### config.mk
export PLATFORM = sky130hd
export DESIGN_NAME = vga_pattern_gen
export DESIGN_NICKNAME = d
export VERILOG_FILES = /design/src/rtl/vga_pattern_gen.sv
export SDC_FILE = /design/constraint.sdc
export NUM_CORES = 1
export LEC_CHECK = 0
export CAP_MARGIN = 25
export CORE_MARGIN = 5
export CORE_UTILIZATION = 34
export CTS_CLUSTER_DIAMETER = 200
export DETAILED_ROUTE_END_ITERATION = 6
export GPL_ROUTABILITY_DRIVEN = 0
export GPL_TIMING_DRIVEN = 0
export HOLD_SLACK_MARGIN = 0.05
export SYNTH_ARGS = -nofsm -noshare
export SYNTH_HDL_FRONTEND = slang
export SYNTH_SLANG_ARGS = --single-unit
### constraint.sdc
create_clock -name clk -period 2.45 [get_ports clk]
set_input_delay 0.245 -clock clk [delete_from_list [all_inputs] [get_ports clk]]
set_output_delay 0.245 -clock clk [all_outputs]
set_load 0.02 [all_outputs]
### src/rtl/vga_pattern_gen.sv
// Parametrised VGA test-pattern generator with its own H/V timing, four pattern
// modes, frame-latched scroll offset and mode, and fully registered outputs.
module vga_pattern_gen #(
   parameter int H_ACTIVE   = 640,
   parameter int H_FP       = 16,
   parameter int H_SYNC     = 96,
   parameter int H_BP       = 48,
   parameter int V_ACTIVE   = 480,
   parameter int V_FP       = 10,
   parameter int V_SYNC     = 2,
   parameter int V_BP       = 33,
   parameter bit H_POL      = 1'b0,
   parameter bit V_POL      = 1'b0,
   parameter int BPC        = 2,
   parameter int CHECK_LOG2 = 4
) (
   input  logic               clk,
   input  logic               rst_n,
   input  logic [1:0]         mode,
   input  logic [3:0]         speed,
   input  logic               dir,
   input  logic [3*BPC-1:0]   solid_rgb,
   output logic               hsync,
   output logic               vsync,
   output logic               display_on,
   output logic [9:0]         pix_x,
   output logic [9:0]         pix_y,
   output logic [BPC-1:0]     R,
   output logic [BPC-1:0]     G,
   output logic [BPC-1:0]     B,
   output logic [7:0]         frame_cnt
);

   localparam int H_TOTAL = H_ACTIVE + H_FP + H_SYNC + H_BP;
   localparam int V_TOTAL = V_ACTIVE + V_FP + V_SYNC + V_BP;

   localparam logic [9:0] H_LAST     = 10'(H_TOTAL - 1);
   localparam logic [9:0] V_LAST     = 10'(V_TOTAL - 1);
   localparam logic [9:0] H_ACT_END  = 10'(H_ACTIVE);
   localparam logic [9:0] V_ACT_END  = 10'(V_ACTIVE);
   localparam logic [9:0] HS_FIRST   = 10'(H_ACTIVE + H_FP);
   localparam logic [9:0] HS_LAST    = 10'(H_ACTIVE + H_FP + H_SYNC - 1);
   localparam logic [9:0] VS_FIRST   = 10'(V_ACTIVE + V_FP);
   localparam logic [9:0] VS_LAST    = 10'(V_ACTIVE + V_FP + V_SYNC - 1);

   // Position counters are 10 bits wide, so larger geometries cannot be represented.
   if (H_TOTAL > 1024 || V_TOTAL > 1024) begin : g_bad_geometry
      $error("vga_pattern_gen: H_TOTAL and V_TOTAL must not exceed 1024");
   end
   if (BPC < 1 || BPC > 4 || CHECK_LOG2 < 0 || CHECK_LOG2 > 9) begin : g_bad_format
      $error("vga_pattern_gen: BPC must be 1..4 and CHECK_LOG2 0..9");
   end

   logic [9:0]       hpos_q, hpos_d;
   logic [9:0]       vpos_q, vpos_d;
   logic [9:0]       offset_q, offset_d;
   logic [7:0]       frame_cnt_q, frame_cnt_d;
   logic [1:0]       mode_q, mode_d;
   logic             frame_end;

   logic             hsync_q, hsync_d;
   logic             vsync_q, vsync_d;
   logic             display_on_q, display_on_d;
   logic [9:0]       pix_x_q, pix_x_d;
   logic [9:0]       pix_y_q, pix_y_d;
   logic [BPC-1:0]   r_q, r_d;
   logic [BPC-1:0]   g_q, g_d;
   logic [BPC-1:0]   b_q, b_d;

   logic [9:0]       mx;
   logic [3:0]       b_list;
   logic             checker_bit;
   logic             act;
   logic             unused_bits;

   // Mode, speed and direction are only sampled at frame_end so a frame never tears.
   always_comb begin
      frame_end   = (hpos_q == H_LAST) && (vpos_q == V_LAST);
      hpos_d      = hpos_q + 10'd1;
      vpos_d      = vpos_q;
      offset_d    = offset_q;
      frame_cnt_d = frame_cnt_q;
      mode_d      = mode_q;
      if (hpos_q == H_LAST) begin
         hpos_d = '0;
         vpos_d = (vpos_q == V_LAST) ? 10'd0 : vpos_q + 10'd1;
      end
      if (frame_end) begin
         frame_cnt_d = frame_cnt_q + 8'd1;
         offset_d    = dir ? (offset_q - {6'd0, speed}) : (offset_q + {6'd0, speed});
         mode_d      = mode;
      end
   end

   always_comb begin
      mx           = hpos_q + offset_q;
      b_list       = {mx[7], vpos_q[5], 2'b00};
      checker_bit  = mx[CHECK_LOG2] ^ vpos_q[CHECK_LOG2];
      act          = (hpos_q < H_ACT_END) && (vpos_q < V_ACT_END);
      hsync_d      = ((hpos_q >= HS_FIRST) && (hpos_q <= HS_LAST)) ? H_POL : ~H_POL;
      vsync_d      = ((vpos_q >= VS_FIRST) && (vpos_q <= VS_LAST)) ? V_POL : ~V_POL;
      display_on_d = act;
      pix_x_d      = hpos_q;
      pix_y_d      = vpos_q;
      r_d          = '0;
      g_d          = '0;
      b_d          = '0;
      case (mode_q)
         2'd0: begin
            r_d = mx[5 +: BPC];
            g_d = mx[6 +: BPC];
            b_d = b_list[3 -: BPC];
         end
         2'd1: begin
            r_d = {BPC{checker_bit}};
            g_d = {BPC{checker_bit}};
            b_d = {BPC{checker_bit}};
         end
         2'd2: begin
            r_d = hpos_q[9 -: BPC];
            g_d = vpos_q[8 -: BPC];
            b_d = frame_cnt_q[7 -: BPC];
         end
         default: {r_d, g_d, b_d} = solid_rgb;
      endcase
      if (!act) begin
         r_d = '0;
         g_d = '0;
         b_d = '0;
      end
   end

   assign unused_bits = ^{mx, b_list};

   always_ff @(posedge clk or negedge rst_n) begin
      if (!rst_n) begin
         hpos_q      <= '0;
         vpos_q      <= '0;
         offset_q    <= '0;
         frame_cnt_q <= '0;
         mode_q      <= '0;
      end else begin
         hpos_q      <= hpos_d;
         vpos_q      <= vpos_d;
         offset_q    <= offset_d;
         frame_cnt_q <= frame_cnt_d;
         mode_q      <= mode_d;
      end
   end

   // Every visible output registers the same hpos/vpos snapshot to stay aligned.
   always_ff @(posedge clk or negedge rst_n) begin
      if (!rst_n) begin
         hsync_q      <= ~H_POL;
         vsync_q      <= ~V_POL;
         display_on_q <= 1'b0;
         pix_x_q      <= '0;
         pix_y_q      <= '0;
         r_q          <= '0;
         g_q          <= '0;
         b_q          <= '0;
      end else begin
         hsync_q      <= hsync_d;
         vsync_q      <= vsync_d;
         display_on_q <= display_on_d;
         pix_x_q      <= pix_x_d;
         pix_y_q      <= pix_y_d;
         r_q          <= r_d;
         g_q          <= g_d;
         b_q          <= b_d;
      end
   end

   assign hsync      = hsync_q;
   assign vsync      = vsync_q;
   assign display_on = display_on_q;
   assign pix_x      = pix_x_q;
   assign pix_y      = pix_y_q;
   assign R          = r_q;
   assign G          = g_q;
   assign B          = b_q;
   assign frame_cnt  = frame_cnt_q;

endmodule

======== After elaboration in Yosys (flattened, before gate mapping) ========
Index checks and enable logic that the tools add are counted.
word-level totals
  output and inout port bits .............. 37
  logic and storage cells ................. 46
  register bits ........................... 69
  input bits .............................. 15
cells by class
  multiplexer cells ....................... 11
  reduce and logical (&&, ||, !) cells .... 5
  $add $sub $neg .......................... 6
  equality and inequality tests ........... 4
  bitwise logic cells ..................... 1
  magnitude comparators ................... 6
operator list
  operator                                                                count
  10-bit 2-to-1 mux                                                       3
  10-bit by 1-bit adder with 10-bit output, second input constant         2
  10-bit == test, second input constant                                   2
  2-bit case mux with 3 select lines                                      3
  10-bit by 4-bit adder with 10-bit output                                1
  10-bit >= comparator, second input constant                             1
  10-bit by 9-bit >= comparator with 1-bit output, second input constant  1
  10-bit <= comparator, second input constant                             1
  10-bit by 9-bit <= comparator with 1-bit output, second input constant  1
  10-bit < comparator, second input constant                              1
  10-bit by 9-bit < comparator with 1-bit output, second input constant   1
  10-bit by 4-bit subtractor with 10-bit output                           1
  8-bit by 1-bit adder with 8-bit output, second input constant           1
  8-bit adder                                                             1
  2-bit 2-to-1 mux                                                        3
  1-bit logical AND                                                       4
  2-bit by 1-bit == test with 1-bit output, second input constant         1
  2-bit == test, second input constant                                    1
  2-bit logical NOT                                                       1
  1-bit 2-to-1 mux                                                        2
  1-bit XOR                                                               1

======== Longest topological paths before layout ========
Gate-level depths: netlist (run 1).
  depth after elaboration ................. 4
  mapped depth ............................ 10
  depth with buffers taken out ............ 10

======== Worst setup path after synthesis (run 1) ========
OpenSTA, ideal clock, no wires.
  path type ............................... flip-flop to flip-flop
  from .................................... register hpos_q[4]
  to ...................................... register g_q[0], in the netlist G[0]
  path buffers ............................ 0
  data arrival time ....................... 1,840 ps
  setup time .............................. 124 ps
  data required time ...................... 2,326 ps
  setup slack ............................. 486 ps
  clock period less this slack ............ 1,964 ps
  cell stages (with the launch flop) ...... 7
  cell sequence ........................... dfrtp_1 -> ha_1 -> xnor2_1 -> a2111oi_2 -> a31oi_1 -> and2_1 -> o31a_1
on the way
  cells in the longest elaborated chain, start to end .. 4
  elaborated cells on any way between the ends .. 6
  classes of those cells .................. add/sub (1); order compare (1); mux (2); bitwise (1); reduce/logical (1)
RTL lines
  what                                RTL line  RTL
  from (decl)                         54        logic [9:0] hpos_q, hpos_d;
  from (signal assigned)              143       hpos_q <= hpos_d;
  8-bit adder                         96        mx = hpos_q + offset_q;
  1-bit XOR                           98        checker_bit = mx[CHECK_LOG2] ^ vpos_q[CHECK_LOG2];
  2-bit case mux with 3 select lines  108       case (mode_q)
  2-bit 2-to-1 mux (*)                126       if (!act) begin
  via g_d[0]                          67        logic [BPC-1:0] g_q, g_d;
  to (signal assigned)                169       g_q <= g_d;
  to (decl)                           67
Mark *: on every way through the listed nets, which the timed path passes. The rest lies on a longest branch.
A chain may end at the register's enable or synchronous reset.

======== Final worst setup path (run 1) ========
  from .................................... input port speed[2]
  to ...................................... register offset_q[7]
on the way
  cells in the longest elaborated chain, start to end .. 2
  elaborated cells on any way between the ends .. 3
  classes of those cells .................. add/sub (2); mux (1)
RTL lines
  what                                                                                                              RTL line  RTL
  from (decl)                                                                                                       20        input logic [3:0] speed,
  10-bit by 4-bit adder with 10-bit output / 10-bit by 4-bit subtractor with 10-bit output (equally long branches)  90        offset_d = dir ? (offset_q - {6'd0, speed}) : (offset_q + {6'd0, speed});
  10-bit 2-to-1 mux (*)                                                                                             90
  to (signal assigned)                                                                                              145       offset_q <= offset_d;
  to (decl)                                                                                                         56        logic [9:0] offset_q, offset_d;
Mark *: on every way between the ends. The rest lies on a longest branch, timed or not.

==> results of run 1 <==
[cell families (layout without fill, tap and decap cells)]
group | count (synthesis) | in the layout | synth area share
AOI/OAI and AO/OA | 65 | 65 | 0.1219
xor gates and xnor gates | 24 | 24 | 0.06299
adders and majority gates | 21 | 21 | 0.08099
buffers and inverters | 23 | 90 | 0.03112
DFF | 67 | 67 | 0.5032
muxes | 6 | 6 | 0.01800
and+or+nand+nor | 116 | 116 | 0.1819
[routing by layer]
metal | vias to the layer above | global-route usage | share of wire
li1 | 1266 | - | -
met1 | 1231 | 0.1638 | 0.46
met2 | 39 | 0.2171 | 0.48
met3 | 11 | 0.03552 | 0.041
met4 | 0 | 0.04689 | 0.019
met5 | - | 0 | 0
[power by group]
group          total, mW  internal (mW)  leakage [nW]  switching (mW)
clock               1.14          0.705         0.126           0.433
sequential          1.11           1.11         0.837         0.00217
combinational      0.140         0.0616         0.931          0.0786
[how the worst min path moves through the flow]
stage	to	slack, ns	cells after the start
6_report	pix_y[4]$_DFF_PN0_	0.38	0
3_3_place_gp	pix_y[4]$_DFF_PN0_	0.36	0
2_1_floorplan	B[0]$_DFF_PN0_	-0.05	0
4_1_cts	pix_y[4]$_DFF_PN0_	0.38	0
3_5_place_dp	pix_y[4]$_DFF_PN0_	0.36	0
5_1_grt	pix_y[4]$_DFF_PN0_	0.40	0
[sequential cells by signal, indices dropped and copies added (netlist names)]
signal	count
B	2
hsync	1
pix_y_d	10
hpos_q	10
R	2
frame_cnt	8
mode_q	2
vsync	1
offset_q	8
G	2
display_on	1
pix_y	10
pix_x	10
[cell type report]
type	instances	area, um2
timing repair buffer	51	508.0
buffer	11	58.81
sequential	67	1679
inverter	12	45.04
tap	133	166.4
clock inverter	6	112.6
multi-input combinational	232	1559
fill	950	5418
clock buffer	10	137.6
[cells in the final DEF (no fill, tap or decap), types with 6 or more instances in the layout]
master	Yosys	final
a21oi_1	11	11
and3_1	7	7
clkbuf_1	6	6
clkbuf_8	0	10
clkdlybuf4s50_1	0	49
dfrtp_1	65	65
ha_1	20	20
inv_1	12	12
mux2i_1	6	6
nand2_1	41	41
nand3_1	9	9
nand4_1	9	9
nor2_1	18	18
nor3_1	8	7
o21ai_0	20	20
xnor2_1	17	17
xor2_1	7	7
[worst register-to-register path, cell delays in order (launching register included)]
cell and delay, ns:
dfrtp_1 0.48, ha_1 0.40, xnor2_1 0.21, a2111oi_2 0.35
a31oi_1 0.12, and2_1 0.21, o31a_1 0.30
[through the flow]
stage          utilization  cells  hold slack (ns)  setup slack [ns]  power (mW)
2_1_floorplan            -    322         -0.05059            0.4857       1.205
3_3_place_gp        0.4134    505           0.3615            -1.099       1.273
3_5_place_dp        0.4132    505           0.3648           -0.2577       1.275
4_1_cts             0.4401    522           0.3824            0.1136       2.422
5_1_grt             0.4406    522           0.3977           0.03831       2.489
6_report            0.4406    522           0.3806            0.1241       2.392
[what timing repair did]
item / CTS / global route
setup endpoints to repair: 0 / 1
resized for setup: 0 / 1
endpoints found under the hold margin: 65 / 0
hold buffers: 1 / 0
==> results.cfg, run 1 <==
[status]
status = completed

[routing]
drt-initial-drc-count = 94
firstDrtPassIters = 4
drt-total-wl_um = 7100
vias = 2547
post_drt_wl_per_cell_um = 13.60
drc = 0
vias_per_cell = 4.879
antenna_left = 0

[synth]
ys_seq_area_frac = 0.5032
yosysTopAreaCellShare = 0.4874
synth_common_cells = dfrtp_1, nand2_1, ha_1, o21ai_0, nor2_1
synth_edf_count = 0
ys_types = 51
ys.flop_type = dfrtp_1
synth_cells = 322
synth_nets = 358
synth_top_area_cell = dfrtp_1
async_reset_ff_frac = 1.000
avgSynthCellArea_um2 = 10.36
synthTopCellsByArea = dfrtp_1, ha_1, nand2_1
syn_area_um2 = 3337
yosys.cell_count.top_type = dfrtp_1
yosysWarnings = 0
synth_seq_cells = 67

[clock_tree]
cts_root_buf = clkbuf_8
clk_path_buf_depth = 2
h-tree-depth = 3
cts.clk_slew.worst_paths_ns = 0.08
cts_made_buffers = 9
worstSkewPairLatency_ns = 0.35
post_cts_buffers = 0
tritoncts = done
cts.sinks = 67

[worst_setup_path]
cp_slowest_cell = clkdlybuf4s50_1
path_cells = clkdlybuf4s50_1 > nor3_2 > ha_1 > mux2i_1 > ha_1 > or4_1 > o22ai_1 > mux2i_1 > xnor2_1
required_ns = 2.72
arrival_ns = 2.60
path_class = input port to register
cpPeakStageDelay_ns = 0.54
cp_max_fo = 5
ff2ff_setup_slack_ns = 0.27
cp-startpoint = speed[2]
crit_cells = 9
start_kind = input port
rr_startpoint = hpos_q[4]$_DFF_PN0_
reg2reg_depth = 6
r2r_end = G[0]$_DFF_PN0_
cp_num_buf_inv = 1
cp_top_family = simple AND/OR/NAND/NOR gates
setup.worst_path.end = offset_q[7]$_DFFE_PN0P_
end_kind = register

[cells_and_area]
finalNetCount = 420
area_delta_synth_final_pct = 27.86
antenna_cells = 0
postLayoutCellArea_um2 = 4267
drive_gt1_frac = 0.08226

[hold_path]
min_path_type = register to register
hp-start = pix_y_d[4]$_DFFE_PN0N_

[power]
p_leak_nw = 1.894
ir_worst_vdd_mv = 0.2423
powerDensity_nw_per_um2 = 560.6

[global_routing]
grt_pass1_wl_um = 12080
grt_pass1_vias = 2497
grt_antenna_before_repair = 0
grt_usage = 0.1310
grt_max_degree = 68
overflow = 0

[timing]
relSlewSlack = 0.4282
max_freq_mhz = 429.9
rsz0062_at_grt = false
fin_crit_sh = 0.9493
tns_ns = 0
finalSetupViolCount = 0
skew_ns = 0.009678
hold_viol_final = 0
fin_crit_ns = 2.326
maxSlewViolCount = 0
worst_pin_slew_ns = 0.8577

[floorplan]
die_area_um2 = 11900
row_count = 36
core_um2 = 9684
die_w_um = 109.1
ios = 52
die_h_um = 109.1
start_util = 0.3446

[run]
drv_cap = 0

[placement]
dp_hpwl_um = 5196
place_area_um2 = 4001
portBuffers = 50
Note: power is estimated with default switching activity, not from simulation.
==> run 2, diff against run 1 <==
--- a/config.mk
+++ b/config.mk
@@ -5,7 +5,7 @@
 export SDC_FILE = /design/constraint.sdc
 export NUM_CORES = 1
 export LEC_CHECK = 0
-export CAP_MARGIN = 25
+export CAP_MARGIN = 20
 export CORE_MARGIN = 5
 export CORE_UTILIZATION = 34
 export CTS_CLUSTER_DIAMETER = 200
==> results of run 2 <==
No change in the layout: final DEF, timing and power equal those of run 1.
